## src/rtl/adder_pkg.sv

```systemverilog
// Shared definitions for the 2-stage 33-bit adder and its result buffer.
//   OP_W        : adder operand width
//   SUM_W       : adder result width (operand width + carry bit)
//   ADD_LATENCY : clocks from operands at the adder inputs to out_sum valid
//   sum_t       : adder result type
package adder_pkg;

    localparam int unsigned OP_W        = 32;
    localparam int unsigned SUM_W       = OP_W + 1;
    localparam int unsigned ADD_LATENCY = 2;

    typedef logic [SUM_W-1:0] sum_t;

endpackage

```

## src/rtl/sum_fifo_core.sv

```systemverilog
// Synchronous FIFO storage for sum_result_buffer.
// Ports:
//   clk_i, rst_i      : clock, synchronous active-high reset
//   push_i, wdata_i   : write wdata_i at the write pointer (caller guarantees space)
//   pop_i             : drop the head entry (caller guarantees non-empty)
//   rdata_o           : head entry, mem[rd_ptr]; reads as zero after reset
//   full_o, empty_o   : occupancy flags
//   level_o           : entries stored, 0..DEPTH
module sum_fifo_core
    import adder_pkg::*;
#(
    parameter  int unsigned DW    = SUM_W,
    parameter  int unsigned DEPTH = 8,
    localparam int unsigned AW    = $clog2(DEPTH),
    localparam int unsigned LW    = AW + 1
) (
    input  logic          clk_i,
    input  logic          rst_i,
    input  logic          push_i,
    input  logic          pop_i,
    input  logic [DW-1:0] wdata_i,
    output logic [DW-1:0] rdata_o,
    output logic          full_o,
    output logic          empty_o,
    output logic [LW-1:0] level_o
);

    logic [DW-1:0] mem_q [DEPTH];
    logic [AW-1:0] wr_ptr_q, wr_ptr_d;
    logic [AW-1:0] rd_ptr_q, rd_ptr_d;
    logic [LW-1:0] level_q, level_d;

    // Pointers are log2(DEPTH) bits wide, so they wrap modulo DEPTH naturally.
    always_comb begin
        wr_ptr_d = wr_ptr_q;
        rd_ptr_d = rd_ptr_q;
        level_d  = level_q;
        if (push_i) wr_ptr_d = wr_ptr_q + AW'(1);
        if (pop_i)  rd_ptr_d = rd_ptr_q + AW'(1);
        if (push_i && !pop_i)      level_d = level_q + LW'(1);
        else if (!push_i && pop_i) level_d = level_q - LW'(1);
    end

    // Storage is cleared on reset so the head reads as zero while empty.
    always_ff @(posedge clk_i) begin
        if (rst_i) begin
            wr_ptr_q <= '0;
            rd_ptr_q <= '0;
            level_q  <= '0;
            for (int unsigned i = 0; i < DEPTH; i++) mem_q[i] <= '0;
        end else begin
            wr_ptr_q <= wr_ptr_d;
            rd_ptr_q <= rd_ptr_d;
            level_q  <= level_d;
            if (push_i) mem_q[wr_ptr_q] <= wdata_i;
        end
    end

    assign rdata_o = mem_q[rd_ptr_q];
    assign full_o  = (level_q == LW'(DEPTH));
    assign empty_o = (level_q == '0);
    assign level_o = level_q;

endmodule

```

## src/rtl/sum_result_buffer.sv

```systemverilog
// Result buffer behind the 2-stage adder: delays operand-valid by the adder
// latency, captures the matching in_sum into a FIFO and issues credit-based
// op_ready so that no result is lost while upstream honours it.
// Optional feature macro: SUM_CARRY_CNT_EN (saturating count of stored
// results with the top bit set; carry_cnt reads 0 when undefined).
// Ports:
//   clock, reset          : clock, synchronous active-high reset
//   op_valid / op_ready   : operand pair at the adder inputs / credit available
//   in_sum                : adder out_sum
//   out_valid / out_ready : result handshake, out_data is the head entry
//   overflow              : sticky, a result was dropped
//   level                 : entries stored
//   carry_cnt             : stored results with bit SUM_W-1 set
module sum_result_buffer #(
    parameter  int unsigned SUM_W       = adder_pkg::SUM_W,
    parameter  int unsigned ADD_LATENCY = adder_pkg::ADD_LATENCY,
    parameter  int unsigned DEPTH       = 8,
    parameter  int unsigned CNT_W       = 16,
    localparam int unsigned LW          = $clog2(DEPTH) + 1
) (
    input  logic             clock,
    input  logic             reset,
    input  logic             op_valid,
    output logic             op_ready,
    input  logic [SUM_W-1:0] in_sum,
    output logic             out_valid,
    input  logic             out_ready,
    output logic [SUM_W-1:0] out_data,
    output logic             overflow,
    output logic [LW-1:0]    level,
    output logic [CNT_W-1:0] carry_cnt
);

    logic [ADD_LATENCY-1:0] dly_q, dly_d;
    logic                   overflow_q, overflow_d;
    logic                   acc, push_v, pop, push_ok, full, empty;
    int unsigned            inflight;

    // Credit: every accepted op already owns a slot, whether stored or still
    // travelling through the adder. Uses registered state only.
    always_comb begin
        inflight = 0;
        for (int unsigned i = 0; i < ADD_LATENCY; i++)
            inflight = inflight + 32'(dly_q[i]);
    end

    assign op_ready = (32'(level) + inflight) < DEPTH;
    assign acc      = op_valid & op_ready;

    always_comb begin
        dly_d    = dly_q;
        dly_d[0] = acc;
        for (int unsigned i = 1; i < ADD_LATENCY; i++)
            dly_d[i] = dly_q[i-1];
    end

    assign push_v     = dly_q[ADD_LATENCY-1];
    assign out_valid  = ~empty;
    assign pop        = out_valid & out_ready;
    assign push_ok    = push_v & (~full | pop);
    assign overflow_d = overflow_q | (push_v & full & ~pop);

    always_ff @(posedge clock) begin
        if (reset) begin
            dly_q      <= '0;
            overflow_q <= 1'b0;
        end else begin
            dly_q      <= dly_d;
            overflow_q <= overflow_d;
        end
    end

    assign overflow = overflow_q;

    sum_fifo_core #(
        .DW    (SUM_W),
        .DEPTH (DEPTH)
    ) u_fifo (
        .clk_i   (clock),
        .rst_i   (reset),
        .push_i  (push_ok),
        .pop_i   (pop),
        .wdata_i (in_sum),
        .rdata_o (out_data),
        .full_o  (full),
        .empty_o (empty),
        .level_o (level)
    );

`ifdef SUM_CARRY_CNT_EN
    logic [CNT_W-1:0] cnt_q, cnt_d;

    always_comb begin
        cnt_d = cnt_q;
        if (push_ok && in_sum[SUM_W-1] && (cnt_q != '1))
            cnt_d = cnt_q + CNT_W'(1);
    end

    always_ff @(posedge clock) begin
        if (reset) cnt_q <= '0;
        else       cnt_q <= cnt_d;
    end

    assign carry_cnt = cnt_q;
`else
    assign carry_cnt = '0;
`endif

endmodule
```

## config.mk

```make
export PLATFORM = sky130hd
export DESIGN_NAME = sum_result_buffer
export DESIGN_NICKNAME = d
export VERILOG_FILES = /design/src/rtl/adder_pkg.sv /design/src/rtl/sum_fifo_core.sv /design/src/rtl/sum_result_buffer.sv
export SDC_FILE = /design/constraint.sdc
export NUM_CORES = 1
export LEC_CHECK = 0
export CAP_MARGIN = 25
export CORE_ASPECT_RATIO = 0.5
export CORE_MARGIN = 1
export CORE_UTILIZATION = 25
export DETAILED_ROUTE_END_ITERATION = 12
export PLACE_DENSITY_LB_ADDON = 0.15
export SLEW_MARGIN = 30
export SYNTH_ARGS = -nofsm -noshare
export SYNTH_HDL_FRONTEND = slang
export SYNTH_SLANG_ARGS = --single-unit
export TNS_END_PERCENT = 20
```

## constraint.sdc

```tcl
create_clock -name clock -period 5.7 [get_ports clock]
set_clock_uncertainty 0.05 [all_clocks]
set_input_delay 1.71 -clock clock [delete_from_list [all_inputs] [get_ports clock]]
set_output_delay 1.71 -clock clock [all_outputs]
set_load 0.02 [all_outputs]
```

==> results_dict.tcl, run 1 <==
set metrics [dict create \
    crit_type "register to output pin" \
    crit_fanout 31 \
    cp-end-kind "output pin" \
    maxSlewViolCount 0 \
    nFillCells 4888 \
    hp-start "dly_q[0]" \
    synthArstFlopShare_pct 0 \
    yosysSeqAreaShare_pct 66.5 \
    cts_buffers 30 \
    vdd_drop_max_uv 157 \
    clk_latency_ns 0.56 \
    die_y_microns 159 \
    r2r-end "u_fifo.level_o[3]" \
    worstHoldEndpoint "dly_q[1]" \
    dieArea_sq_um 50500 \
    drc_errors 0 \
    p_per_area_nw_per_um2 386 \
    ioPinCount 93 \
    cts.path.max_buffers 3 \
    status "complete, no violations" \
    cp_slowest_cell "dfxtp_4" \
    whs_path_depth 1 \
    design_area_sq_um 14700 \
    grt_max_degree 67 \
    grt_pass1_vias 7528 \
    synthFlopType "edfxtp_1" \
    drive_gt1_share_pct 19.9 \
    dp_hpwl_mm 18.3 \
    multiInputGateArea_sq_um 3730 \
    regArea_sq_um 8250 \
    hp-class "register to register" \
    htree_levels 1 \
    timing.rr.start "u_fifo.level_o[0]" \
    synth_cell_types 38 \
    first_iter_violations 361 \
    relSlewSlack_pct 37.2 \
    synth-edff-count 264 \
    synth_area_per_cell_sq_um 14.4 \
    synth-seq-cells 280 \
    post_cts_buffers 0 \
    setup_tns_ns 0 \
    rsz0062_at_grt "no" \
    route.detailed.wl_per_inst_microns 20.7 \
    fin_crit_sh_pct 85.9 \
    cts_tree "yes" \
    synthCells 858 \
    ant_nets 0 \
    worstMarginPinSlew_ns 0.942 \
    vias 7064 \
    setup_viol 0 \
    critical_path_buf_inv_count 2 \
    cpPeakStageDelay_ns 0.81 \
    portBuffers 76 \
    start_util_pct 25.4 \
    std_cell_rows 57 \
    reg2reg_slack_ns 2.91 \
    cts-root-buf "clkbuf_16" \
    gr-total-overflow 0 \
    antenna_found_initial 1 \
    max_freq_ghz 0.204 \
    maxCapViolations 0 \
    cts_sinks 280 \
    final_common_cell "nor2_1" \
    via_per_inst 4.41 \
    grt_pass1_wl_mm 49.2 \
    fp.dieW_microns 317 \
    crit_chain "buf_4 > mux4_2 > mux2_2 > clkdlybuf4s50_1" \
    cts_resized 0 \
    nNetsFinal 973 \
    placed_area_sq_um 13800 \
    firstDrtPassIters 5 \
    min_period_ns 4.90 \
    finalHoldViolCount 0 \
    yosys_warnings 0 \
    required_ns 3.94 \
    arrival_ns 3.14 \
    routed_wl_mm 33.1 \
    core_sq_um 48700 \
    hold_buffers 0 \
    path_clk_slew_ns 0.06 \
    final_cell_mix "nor2_1 (270), edfxtp_1 (264), clkdlybuf4s50_1 (76)" \
    crit_family "buffers and inverters" \
    synthesis.area_sq_um 12400 \
    syn_to_final_growth_pct 19.0 \
    r2r_cells 9 \
    p_leak_nw 4.85 \
    place_congestion 0.699 \
    grt_usage_pct 13.2 \
    start_kind "register" \
]
[worst reg2reg max path: cells and delay by family, from the launching register on]
family	cells	cell delay (ns)
compound gates	3	0.44
fa+ha+maj	2	0.53
buf+inv	1	0.09
flops	1	0.40
mux	1	0.34
simple gates	2	0.84
[layout make-up]
cell class / instances / share of cell area [%]
clock inverters: 16 / 0.866
multi-input cells: 514 / 25.3
repair buffers: 99 / 6.58
clock buffers: 38 / 5.64
diodes: 1 / 0.0170
inverters: 4 / 0.119
well taps: 649 / 5.51
flip-flops and latches: 280 / 56.0
[metrics by stage]
stage	worst slack, ns	total power [mW]	std cells	hold WS [ns]	utilization (%)
2_1_floorplan	2.06	3.35	873	0.392	-
3_3_place_gp	1.32	3.84	1545	0.409	28.3
3_5_place_dp	1.30	3.85	1545	0.416	28.3
4_1_cts	0.681	5.79	1599	0.429	30.2
5_1_grt	0.583	5.94	1601	0.453	30.3
6_report	0.802	5.70	1601	0.424	30.3
[registers in the layout, indices dropped and copies added (netlist names), named ones only]
signal and cells:
u_fifo.mem_q 264, dly_q 2, overflow 1, u_fifo.level_o 4, u_fifo.rd_ptr_q 3, u_fifo.wr_ptr_q 3
[kinds of logic after synthesis]
kind of cell | synth area share, %
flip-flops | 66.5
other | 0.0303
multiplexers | 15.2
XOR/XNOR | 0.424
buffers and inverters | 4.21
AO/OA/AOI/OAI | 1.20
AND/OR/NAND/NOR | 11.7
adder cells (fa/ha/maj) | 0.767
[power by group]
group | total (mW) | internal (mW) | switching, mW
logic | 1.28 | 0.665 | 0.614
clock network | 1.93 | 1.11 | 0.819
registers | 2.49 | 2.35 | 0.134
[layer usage]
layer,global-route usage (%),part of all wire (%),wire length [microns]
met2,22.5,50,16500
met4,2.60,1.5,508
met3,2.10,3.8,1250
met1,17.8,45,14900
met5,0,0,0
[synthesized netlist by cell type (3+ instances only)]
cell | count | area (sq um)
a21oi_1 | 5 | 25.0
a31o_2 | 4 | 35.0
a41o_1 | 3 | 30.0
and2_1 | 9 | 56.3
buf_1 | 5 | 18.8
buf_2 | 18 | 90.1
buf_4 | 21 | 158
buf_6 | 16 | 180
clkbuf_1 | 14 | 52.6
dfxtp_1 | 16 | 320
edfxtp_1 | 264 | 7930
ha_1 | 6 | 75.1
inv_1 | 3 | 11.3
mux2_2 | 34 | 383
mux4_2 | 66 | 1490
nand2_1 | 70 | 263
nand3_1 | 3 | 15.0
nor2_1 | 272 | 1020
xnor2_1 | 3 | 26.3
xor2_1 | 3 | 26.3
[worst max-delay path by stage]
stage,from,end,cells after the start
3_3_place_gp,register,out_data[32],4
6_report,register,out_data[26],4
4_1_cts,register,out_data[23],4
2_1_floorplan,out_ready,u_fifo.level_o[3],10
5_1_grt,register,out_data[23],4
3_5_place_dp,register,out_data[23],4
(Power assumes the default switching activity.)
==> run 2, diff against run 1 <==
- CORE_UTILIZATION: 25 -> 63
==> results_dict.tcl, run 2 (synthesis gave the netlist of run 1 again) <==
set metrics [dict create \
    drive_gt1_share_pct 18.6 \
    syn_to_final_growth_pct 12.9 \
    hold_buffers 0 \
    cts.path.max_buffers 3 \
    place_congestion 0.769 \
    largest_reg_flops 264 \
    dp.cells 1157 \
    p_int_mw 3.86 \
    cts_buffers 24 \
    fin_crit_sh_pct 84.5 \
    antenna_found_initial 1 \
    grt_pass1_vias 7485 \
    p_leak_nw 4.72 \
    drc_errors 0 \
    min_period_ns 4.82 \
    die_y_microns 101 \
    grt_max_degree 39 \
    crit_fanout 27 \
    dp_hpwl_mm 15.9 \
    cts_sinks 280 \
    fin_util_pct 74.3 \
    cp-end-kind "output pin" \
    switching_share_pct 26.9 \
    vias 7305 \
    arrival_ns 3.06 \
    grt_usage_pct 28.2 \
    nFillCells 1194 \
    maxCapViolations 0 \
    vdd_drop_max_uv 190 \
    dieArea_sq_um 20300 \
    multiInputGateArea_sq_um 3700 \
    nNetsFinal 968 \
    cts_resized 0 \
    combPwrFrac_pct 23.9 \
    cts_tree "yes" \
    portBuffers 76 \
    seqPwrFrac_pct 46.9 \
    placed_area_sq_um 13300 \
    required_ns 3.94 \
    cts-root-buf "clkbuf_16" \
    routed_wl_mm 27.5 \
    setup_viol 0 \
    finalHoldViolCount 0 \
    n_antenna_cell 0 \
    start_util_pct 65.8 \
    final_common_cell "nor2_1" \
    hp-class "register to register" \
    firstDrtPassIters 5 \
    htree_levels 1 \
    finalNonFillerCells 1198 \
    setup_tns_ns 0 \
    first_iter_violations 648 \
    maxSlewViolCount 0 \
    path_clk_slew_ns 0.07 \
    relSlewSlack_pct 39.6 \
    final_cell_mix "nor2_1 (270), edfxtp_1 (264), clkdlybuf4s50_1 (75)" \
    regArea_sq_um 8260 \
    core_sq_um 18800 \
    clk_latency_ns 0.51 \
    gr-total-overflow 0 \
    p_per_area_nw_per_um2 377 \
    clkPwrFrac_pct 29.2 \
    design_area_sq_um 14000 \
    worstMarginPinSlew_ns 0.906 \
    start_kind "register" \
    route.detailed.wl_per_inst_microns 23.0 \
    top_register "u_fifo.mem_q" \
    p_switching_mw 1.42 \
    ant_nets 0 \
    max_freq_ghz 0.208 \
    status "complete, no violations" \
    post_cts_buffers 0 \
    crit_type "register to output pin" \
    ioPinCount 93 \
    hold_slack_ns 0.423 \
    via_per_inst 6.10 \
    rsz0062_at_grt "no" \
    grt_pass1_wl_mm 42.3 \
    fp.dieW_microns 200 \
    std_cell_rows 35 \
]
==> run 2: power by group through the flow <==
stage	Sequential, mW	Combinational, mW	Clock (mW)
after CTS	2.48	1.27	1.55
final	2.47	1.26	1.54
after floorplan	2.44	0.905	0
after detailed placement	2.52	1.26	0
after global placement	2.51	1.25	0
after global routing	2.49	1.34	1.63
==> run 2: final timing paths <==
check	from	end	slack [ns]	depth (start not counted)
max	register	out_data[6]	0.88	4
min	dly_q[0]	dly_q[1]	0.42	1
min reg2reg	dly_q[0]	dly_q[1]	0.42	1
max reg2reg	u_fifo.level_o[0]	u_fifo.level_o[3]	2.87	9
==> run 2: critical path: stages, from the launching register on <==
cell,delay (ns)
dfxtp_4,0.74
buf_4,0.39
mux4_2,0.56
mux2_2,0.30
clkdlybuf4s50_1,0.54
==> run 2: metrics by stage <==
stage,worst slack (ns),power [mW]
2_1_floorplan,2.06,3.35
3_3_place_gp,1.43,3.76
3_5_place_dp,1.39,3.78
4_1_cts,0.837,5.30
5_1_grt,0.733,5.46
6_report,0.882,5.28
==> run 2: layout make-up <==
type                       count  share of cell area, %
timing repair buffer         100                   6.96
inverter                       4                  0.125
clock buffer                  31                   4.63
sequential                   280                   59.0
tap                          259                   2.32
multi-input combinational    514                   26.4
clock inverter                10                  0.510
==> run 2: metal layers <==
| layer | part of all wire (%) | GRT usage, % |
|---|---|---|
| met1 | 41 | 40.7 |
| met2 | 48 | 46.2 |
| met3 | 9.6 | 4.73 |
| met4 | 1.6 | 6.99 |
| met5 | 0 | 0 |
==> run 3, diff against run 2 <==
- CORE_UTILIZATION: 63 -> 59
- clock period: 5.7 -> 5.05 ns (I/O delays scaled with it)
==> results_dict.tcl, run 3 (synthesis gave the netlist of run 1 again) <==
set metrics [dict create \
    timing.rr.start "u_fifo.level_o[0]" \
    placed_area_sq_um 13300 \
    final_cell_mix "nor2_1 (270), edfxtp_1 (264), clkdlybuf4s50_1 (76)" \
    worstMarginPinSlew_ns 0.870 \
    drive_gt1_share_pct 18.7 \
    final_common_cell "nor2_1" \
    cp-end-kind "output pin" \
    clkPwrFrac_pct 30.3 \
    die_y_microns 104 \
    fin_util_pct 68.7 \
    violations "design-rule violations" \
    met3_usage_pct 5.01 \
    finalHoldViolCount 0 \
    top_register "u_fifo.mem_q" \
    cp_slowest_cell "dfxtp_4" \
    setup_ws_ns 0.522 \
    syn_to_final_growth_pct 13.9 \
    setup_viol 0 \
    start_kind "register" \
    place_congestion 0.756 \
    nNetsFinal 966 \
    gr-total-overflow 0 \
    rsz0062_at_grt "no" \
    finalNonFillerCells 1213 \
    dieArea_sq_um 21600 \
    maxSlewViolCount 0 \
    grt_max_degree 67 \
    dp_hpwl_mm 14.9 \
    reg2reg_slack_ns 2.27 \
    post_cts_buffers 0 \
    std_cell_rows 37 \
    cts-root-buf "clkbuf_16" \
    crit_fanout 30 \
    grtUsageMet1_pct 38.6 \
    ioPinCount 93 \
    path_clk_slew_ns 0.07 \
    core_sq_um 20600 \
    firstDrtPassIters 11 \
    cts_resized 0 \
    arrival_ns 2.96 \
    hp-class "register to register" \
    cts_tree "yes" \
    cts_sinks 280 \
    worstHoldEndpoint "dly_q[1]" \
    dp.cells 1168 \
    first_iter_violations 828 \
    nFillCells 1406 \
    route.detailed.wl_per_inst_microns 22.4 \
    critical_path_buf_inv_count 2 \
    top_usage_layer "met2" \
    hold_slack_ns 0.423 \
    ant_nets 0 \
    crit_type "register to output pin" \
    design_area_sq_um 14100 \
    portBuffers 76 \
    p_int_mw 4.41 \
    r2r-end "u_fifo.level_o[3]" \
    vias 7270 \
    cpPeakStageDelay_ns 0.67 \
    power.total_mw 6.04 \
    required_ns 3.49 \
    r2r_cells 9 \
    grt_usage_pct 25.8 \
    drc_errors 4 \
    pre_cts_ws_ns 0.962 \
    switching_share_pct 27.0 \
    grt_pass1_wl_mm 40.8 \
    min_period_ns 4.53 \
    via_per_inst 5.99 \
    combPwrFrac_pct 24.0 \
    antenna_found_initial 0 \
    htree_levels 1 \
    max_freq_ghz 0.221 \
    vdd_drop_max_uv 276 \
    grt_pass1_vias 7242 \
    crit_chain "buf_12 > mux4_2 > mux2_2 > clkdlybuf4s50_1" \
    fp.dieW_microns 207 \
    setup_tns_ns 0 \
    seqPwrFrac_pct 45.7 \
    p_leak_nw 4.76 \
    crit_family "buffers and inverters" \
    hold_buffers 0 \
    whs_path_depth 1 \
    largest_reg_flops 264 \
    gr-usage-met2_pct 40.1 \
    hp-start "dly_q[0]" \
    cts.path.max_buffers 3 \
    status "finished, violations left" \
    n_antenna_cell 0 \
    cts_buffers 25 \
    start_util_pct 60.3 \
    p_switching_mw 1.63 \
    p_per_area_nw_per_um2 428 \
    maxCapViolations 0 \
    routed_wl_mm 27.2 \
    clk_latency_ns 0.52 \
    relSlewSlack_pct 41.9 \
    fin_crit_sh_pct 89.7 \
]
## run 3: cell count changes in the layout (fill, tap and decap cells not counted), moves of 2 or more
| cell | previous run | this run |
|---|---|---|
| buf_4 | 21 | 12 |
| buf_12 | 3 | 9 |
| clkinv_1 | 3 | 8 |
| a41o_2 | 0 | 3 |
| clkbuf_1 | 6 | 3 |
| a41o_1 | 2 | 0 |
| nor2_2 | 2 | 0 |
| nor2_4 | 0 | 2 |
## run 3: power by group through the flow
stage | Clock, mW | Combinational [mW] | Sequential [mW]
floorplan | 0 | 1.02 | 2.76
global placement | 0 | 1.44 | 2.81
detailed placement | 0 | 1.45 | 2.82
CTS | 1.85 | 1.46 | 2.77
global route | 1.93 | 1.54 | 2.79
finish | 1.83 | 1.45 | 2.76
## run 3: routing by layer
| layer | vias up | share of wire (%) |
|---|---|---|
| met3 | 34 | 8.7 |
| met1 | 3656 | 43 |
| li1 | 3217 | - |
| met2 | 363 | 47 |
| met4 | 0 | 1.4 |
| met5 | - | 0 |
## run 3: worst max-delay path by stage
stage	to	start	slack, ns	cells past startpoint
6_report	out_data[28]	register	0.52	4
5_1_grt	out_data[13]	register	0.36	4
4_1_cts	out_data[28]	register	0.47	4
3_5_place_dp	u_fifo.level_o[3]	out_ready	0.96	11
3_3_place_gp	u_fifo.level_o[3]	out_ready	1.01	11
2_1_floorplan	u_fifo.level_o[3]	out_ready	1.60	10
## run 3: layout make-up
cell class	instances	area (sq um)	area share [%]
flip-flops and latches	280	8250	58.5
repair buffers	97	1030	7.30
clock buffers	28	637	4.51
inverters	4	17.5	0.124
clock inverters	17	133	0.939
well taps	273	342	2.42
multi-input cells	514	3700	26.2
